<file path="config.mk">
export PLATFORM = sky130hd
export DESIGN_NAME = matrix_alu_responder_flat
export DESIGN_NICKNAME = d
export VERILOG_FILES = /design/src/rtl/matrix_alu_if.sv /design/src/rtl/matrix_alu_responder.sv /design/src/flat_wrapper.sv
export SDC_FILE = /design/constraint.sdc
export NUM_CORES = 2
export LEC_CHECK = 0
export BUFFER_PORTS_ARGS = -buffer_cell sky130_fd_sc_hd__buf_2
export CAP_MARGIN = 20
export CORE_MARGIN = 4
export CORE_UTILIZATION = 35
export CTS_BUF_LIST = sky130_fd_sc_hd__clkbuf_4 sky130_fd_sc_hd__clkbuf_8
export CTS_CLUSTER_DIAMETER = 100
export DETAILED_ROUTE_END_ITERATION = 8
export GPL_TIMING_DRIVEN = 0
export SETUP_SLACK_MARGIN = 0.15
export SLEW_MARGIN = 20
export SYNTH_ARGS = -nofsm -noshare
export SYNTH_HDL_FRONTEND = slang
export SYNTH_SLANG_ARGS = --single-unit
</file>
<file path="constraint.sdc">
create_clock -name Clk -period 13.1 [get_ports Clk]
set_input_delay 1.965 -clock Clk [delete_from_list [all_inputs] [get_ports Clk]]
set_output_delay 1.965 -clock Clk [all_outputs]
set_load 0.01 [all_outputs]
</file>
<file path="src/rtl/matrix_alu_if.sv">
// matrix_alu_if: execution-engine bus into the matrix ALU window
interface matrix_alu_if;
   logic [15:0]  address;
   logic         nRead;
   logic         nWrite;
   logic [255:0] ExeDataOut;
   logic [255:0] MatrixDataOut;
   logic         Busy;
   logic         Complete;
   modport master (output address, nRead, nWrite, ExeDataOut, input MatrixDataOut, Busy, Complete);
   modport slave (input address, nRead, nWrite, ExeDataOut, output MatrixDataOut, Busy, Complete);
endinterface

</file>
<file path="src/rtl/matrix_alu_responder.sv">
// matrix_alu_responder: 4x4 matrix add/multiply target in the 16'h2xxx window
// MATRIX_SUB_EN enables lane-wise subtract on unit 2
module matrix_alu_responder #(
   parameter int ELEM_W = 16,
   parameter int DIM = 4,
   parameter logic [3:0] BASE_NIBBLE = 4'h2
) (
   input logic Clk,
   input logic Reset,
   matrix_alu_if.slave bus
);
   localparam int N = DIM * DIM;
   localparam int MW = N * ELEM_W;
   localparam int KW = $clog2(N);
`ifdef MATRIX_SUB_EN
   localparam bit SUB_EN = 1'b1;
`else
   localparam bit SUB_EN = 1'b0;
`endif
   typedef enum logic [1:0] {IDLE, ADD, SUB, MUL} state_t;
   state_t state, next;
   logic [MW-1:0] a, b, r, w, w_next, lane_sum, lane_diff;
   logic [KW-1:0] k;
   logic [ELEM_W-1:0] dot;
   logic [3:0] unit, regsel;
   logic sel, wr, rd, cmd;
   assign unit = bus.address[7:4];
   assign regsel = bus.address[3:0];
   assign sel = bus.address[15:12] == BASE_NIBBLE && (unit == 4'd0 || unit == 4'd1 || (SUB_EN && unit == 4'd2));
   assign wr = sel && !bus.nWrite && state == IDLE;
   assign rd = sel && !bus.nRead && bus.nWrite && regsel == 4'd2;
   assign cmd = wr && regsel == 4'd3;
   assign bus.Busy = state != IDLE;
   always_comb begin
      lane_sum = '0;
      lane_diff = '0;
      for (int i = 0; i < N; i++) begin
         lane_sum[i*ELEM_W +: ELEM_W] = a[i*ELEM_W +: ELEM_W] + b[i*ELEM_W +: ELEM_W];
         lane_diff[i*ELEM_W +: ELEM_W] = a[i*ELEM_W +: ELEM_W] - b[i*ELEM_W +: ELEM_W];
      end
   end
   // one output element per cycle: row k/DIM of A dotted with column k%DIM of B
   always_comb begin
      dot = '0;
      for (int j = 0; j < DIM; j++)
         dot = dot + ELEM_W'(a[ELEM_W*(DIM*(int'(k)/DIM)+j) +: ELEM_W] * b[ELEM_W*(DIM*j+int'(k)%DIM) +: ELEM_W]);
      w_next = w;
      w_next[ELEM_W*int'(k) +: ELEM_W] = dot;
   end
   always_ff @(posedge Clk)
      if (Reset) state <= IDLE;
      else state <= next;
   always_comb begin
      next = state;
      if (state == IDLE)
         next = !cmd ? IDLE : unit == 4'd0 ? MUL : unit == 4'd1 ? ADD : SUB;
      else if (state != MUL || k == KW'(N-1))
         next = IDLE;
   end
   always_ff @(posedge Clk) begin
      if (Reset) begin
         a <= '0;
         b <= '0;
         r <= '0;
         w <= '0;
         k <= '0;
         bus.MatrixDataOut <= '0;
         bus.Complete <= 1'b0;
      end else begin
         if (wr && regsel == 4'd0) a <= bus.ExeDataOut;
         if (wr && regsel == 4'd1) b <= bus.ExeDataOut;
         if (cmd) bus.Complete <= 1'b0;
         if (state == ADD || state == SUB) begin
            r <= state == ADD ? lane_sum : lane_diff;
            bus.Complete <= 1'b1;
         end
         if (state == MUL) begin
            w <= w_next;
            k <= k + 1'b1;
            if (k == KW'(N-1)) begin
               r <= w_next;
               bus.Complete <= 1'b1;
            end
         end
         if (rd) bus.MatrixDataOut <= r;
      end
   end
endmodule

</file>
<file path="src/flat_wrapper.sv">
// flat-port wrapper written by rule: the top's interface ports become plain ports
module matrix_alu_responder_flat 
#(
   parameter int ELEM_W = 16,
   parameter int DIM = 4,
   parameter logic [3:0] BASE_NIBBLE = 4'h2
)
  (Clk, Reset, bus_address, bus_nRead, bus_nWrite, bus_ExeDataOut, bus_MatrixDataOut, bus_Busy, bus_Complete);
  matrix_alu_if bus_i ();
  input logic Clk;
  input logic Reset;
  input wire logic [$bits(bus_i.address)-1:0] bus_address;
  input wire logic [$bits(bus_i.nRead)-1:0] bus_nRead;
  input wire logic [$bits(bus_i.nWrite)-1:0] bus_nWrite;
  input wire logic [$bits(bus_i.ExeDataOut)-1:0] bus_ExeDataOut;
  output wire logic [$bits(bus_i.MatrixDataOut)-1:0] bus_MatrixDataOut;
  output wire logic [$bits(bus_i.Busy)-1:0] bus_Busy;
  output wire logic [$bits(bus_i.Complete)-1:0] bus_Complete;
  assign bus_i.address = bus_address;
  assign bus_i.nRead = bus_nRead;
  assign bus_i.nWrite = bus_nWrite;
  assign bus_i.ExeDataOut = bus_ExeDataOut;
  assign bus_MatrixDataOut = bus_i.MatrixDataOut;
  assign bus_Busy = bus_i.Busy;
  assign bus_Complete = bus_i.Complete;
  matrix_alu_responder #(.ELEM_W(ELEM_W), .DIM(DIM), .BASE_NIBBLE(BASE_NIBBLE)) u_core (.Clk(Clk), .Reset(Reset), .bus(bus_i));
endmodule
</file>
==> results.md <==
- Outcome: complete, no violations
- Arr. time, crit path: about 14 ns
- Layout Utilization: 0.406
- Post-route DRC: 0
- Largest family of logic cells by synthesized area: simple AND/OR/NAND/NOR gates
- CP Data Required Time: approximately 14 ns
- Synth Warn #: 0
- Clock Tree Buf Depth: 3
- Worst Clk Skew: 0.0753 ns
- Layout Cells excl Fill: ~14000
- Root Buffer: clkbuf_8
- Critical path's slowest cell: clkbuf_1
- Worst hold slack: 0.444 ns
- Synth Area in Adders: 0.165
- Setup ws final: 0.0220 ns
- Fin nets: between 10000 and 15000
- First-pass GRT wire length: ~650000 um
- Routed Antenna Nets: 0
- Tcrit/Tclk final: 0.998
- Top-area cell type share of the netlist area: 0.311
- PwrDens: a little under 90 nW/um^2
- Dominant cells by area after synthesis: dfxtp_1 31%, nand2_1 10%, fa_1 9.8%
- Max-Slew Margin vs Limit: 0.0701
- Total nets after synthesis: roughly 11000
- Met1 Usage GRT: 0.523
- CP Max Fanout: 11
- Mux share of post-synthesis cell area: 0.0544
- Post-synth EDFFs: 0
- Drt first-iter violations: around 13000
- Antenna violations before repair: between 150 and 200
- Worst Max-Slew Pin Slew: 1.39 ns
- Met3 GRT Util: 0.127
- Tmin final: between 10 and 15 ns
- Distinct cells, synth: 70
- Placement Cell Area: roughly 90000 um^2
- Xor-xnor portion of the synthesized cell area: 0.0616
- Vias in the first global route: ~77000
- Worst setup SP type: flop
- DR vias: 84622
- Reg2reg start: u_core.k[1]$_SDFFE_PP0N_
- Async set-reset flop share out of synthesis: 0
- Register-to-Register Path Depth: 33
- Die area: around 240000 um^2
- Vias per cell: around 5.8
- Unrepaired setup endpoints after global routing: false
- H-tree levels: 4
- CTS tree: yes
- Final Wtd Congestion: about 1.1
- FF+latch count, synth: approximately 1300
- Reg clk slew, reported paths: 0.06 ns
- Die Width: 495 um
- Port Buffers: ~530
- Core footprint: 235000 um^2
- Share of post-route cells with drive strength above 1: 0.112
- Initial core utilization: 0.352
- Worst setup EP type: flop
- Critical path class: reg2reg
- Met2 GRT Util: 0.508
- Clk Latency, worst-skew pair: roughly 1.1 ns
- Top achievable clock speed: 76.5 MHz
- Hold Path End: u_core.bus.MatrixDataOut[235]$_SDFFE_PP0P_
- R2R Setup Slk: between 0.02 and 0.025 ns
- Area leader, netlist: dfxtp_1
- Post-synthesis sequential area ratio: 0.311
- Max-cap violations: 0
- DRT Wirelength: 489000 um
- Pre-antenna DRT Iters: 9
- Final Setup Violations: 0
- Postcts setup bufs: 0
- R2r endpoint: u_core.r[252]$_SDFF_PP0_
- Area Overhead vs Synth: 15.1%
- All-Layer GR Usage: 0.385
- Cells after DPL: roughly 14000
- Worst IR Drop VDD: about 0.09 mV
- Hold Crit Start: u_core.r[235]$_SDFF_PP0_
- Most used routing layer: met1
- Row count: between 150 and 200
- WL/cell: approximately 34 um
- Endpoints failing hold: 0
- TritonCTS Sinks: 1287
- Max Slew Vio Count: 0
- Simple-Gate Fraction of Synth Area: 0.192
- HPWL after detailed placement: slightly above 400000 um
- Die height: a little under 500 um
- Pre-CTS WS: 0.385 ns
- Io pins: ~530
- Leak: between 30 and 40 nW
- Mapped Cells: between 10000 and 15000
- Largest net degree at the start of global routing: 18
- Hold path depth: 2
- Total gr overflow: 0
- Main flop type after synthesis: dfxtp_1
- Syn avg cell area: about 8.1 um^2
- Post-synthesis compound-gate area fraction: 0.157
- Hold Crit Class: reg2reg
- Crit-path max cell delay: a little under 1 ns
- Fin area: 95500 um^2
- CTS Buf Count: 219
- Cell mode on critical path: fa_1
- Filler Cell Count: between 20000 and 30000
- Synth Cell Area: 82900 um^2
## worst max-delay path: cells and delay by family (launching register included)
family                     cells  cell delay (ns)
DFF                            1             0.47
buffers and inverters         13             4.00
muxes                          1             0.56
AOI/OAI and AO/OA              5             1.76
adders and majority gates     11             5.38
and+or+nand+nor                2             0.45
xor gates and xnor gates       1             0.30
## final cells by class
| cell class | count | area [um^2] | share of cell area |
|---|---|---|---|
| Multi-Input combinational cell | 7714 | 52500 | 0.549 |
| Buffer | 628 | 2560 | 0.0269 |
| Timing Repair Buffer | 558 | 3050 | 0.0320 |
| Clock buffer | 337 | 4200 | 0.0440 |
| Clock inverter | 64 | 843 | 0.00883 |
| Inverter | 640 | 2400 | 0.0252 |
| Antenna cell | 97 | 243 | 0.00254 |
| Sequential cell | 1287 | 25800 | 0.270 |
| Tap cell | 3150 | 3940 | 0.0413 |
## worst max path at each step
stage | from | endpoint | slack, ns | depth (start not counted)
6_report | u_core.k[1]$_SDFFE_PP0N_ | u_core.r[252]$_SDFF_PP0_ | 0.02 | 33
5_1_grt | u_core.k[1]$_SDFFE_PP0N_ | u_core.r[252]$_SDFF_PP0_ | 0.26 | 33
4_1_cts | u_core.k[1]$_SDFFE_PP0N_ | u_core.r[30]$_SDFF_PP0_ | 0.44 | 32
3_5_place_dp | u_core.k[1]$_SDFFE_PP0N_ | u_core.r[30]$_SDFF_PP0_ | 0.38 | 32
3_3_place_gp | u_core.k[1]$_SDFFE_PP0N_ | u_core.w[172]$_SDFFE_PP0N_ | -0.82 | 32
2_1_floorplan | u_core.k[0]$_SDFFE_PP0N_ | u_core.r[237]$_SDFF_PP0_ | 3.70 | 32
## registers in the layout, summed over array words and instances (netlist names)
name and flops:
u_core.bus.MatrixDataOut 256, u_core.state 2, u_core.b 256, u_core.a 256, u_core.bus.Complete 1, u_core.w 256
u_core.k 4, u_core.r 256
## layer usage
layer | wire length (um) | up-vias | share of wire
met2 | 186000 | 5964 | 0.38
met3 | 65800 | 1158 | 0.13
met1 | 197000 | 41341 | 0.40
li1 | - | 36129 | -
met5 | 191 | - | 0.00039
met4 | 40000 | 30 | 0.082
## power by group
group          internal, W  total [W]  switching [W]
logic            0.0000470   0.000224       0.000177
clock network      0.00237    0.00432        0.00194
registers          0.00391    0.00391    0.000000894
## through the flow
stage	setup TNS, ns	total power (W)
global placement	-12.88	0.00421
CTS	0	0.00844
global route	0	0.00861
finish	0	0.00846
detailed placement	0	0.00421
floorplan	0	0.00407
## placed cells by master (no fill, tap or decap), drive strengths merged, types with 116 or more instances in the layout
master,instances
nand2,2203
fa,406
inv,647
nand3,116
xor2,240
nor2,802
and2,311
mux4,128
ha,441
a21oi,1387
nor3,150
a211oi,353
buf,616
dfxtp,1287
xnor2,340
clkbuf,907
mux2i,145
## cell usage after synthesis, types with 29 or more instances
master and instances:
a21o_1 71, fa_1 406, a211oi_1 353, ha_1 441
xor2_1 240, nor4_1 29, nor3_1 150, and2_1 310
a21oi_1 1387, a221oi_1 51, a31oi_1 45, clkbuf_1 570
nor2b_1 45, nand2_1 2203, nand3_1 116, inv_1 637
o21ai_0 83, o21bai_1 37, mux4_2 128, xnor2_1 339
dfxtp_1 1287, mux2i_1 145, nor2_1 802
## what timing repair did
action / 4_1_cts / 5_1_grt
gates resized for setup: 0 / 4
hold buffers: 0 / 0
endpoints found under the setup margin: 0 / 11
hold endpoints to repair: 0 / 0
## cells by family (layout without fill, tap and decap cells)
group,count (synthesis),in the layout
AO/OA/AOI/OAI,2208,2208
XOR/XNOR,581,581
adder cells (fa/ha/maj),847,847
buffers and inverters,1269,2227
flip-flops,1287,1287
multiplexers,289,289
other,0,97
AND/OR/NAND/NOR,3789,3789
Power figures use the tool's default switching activity.
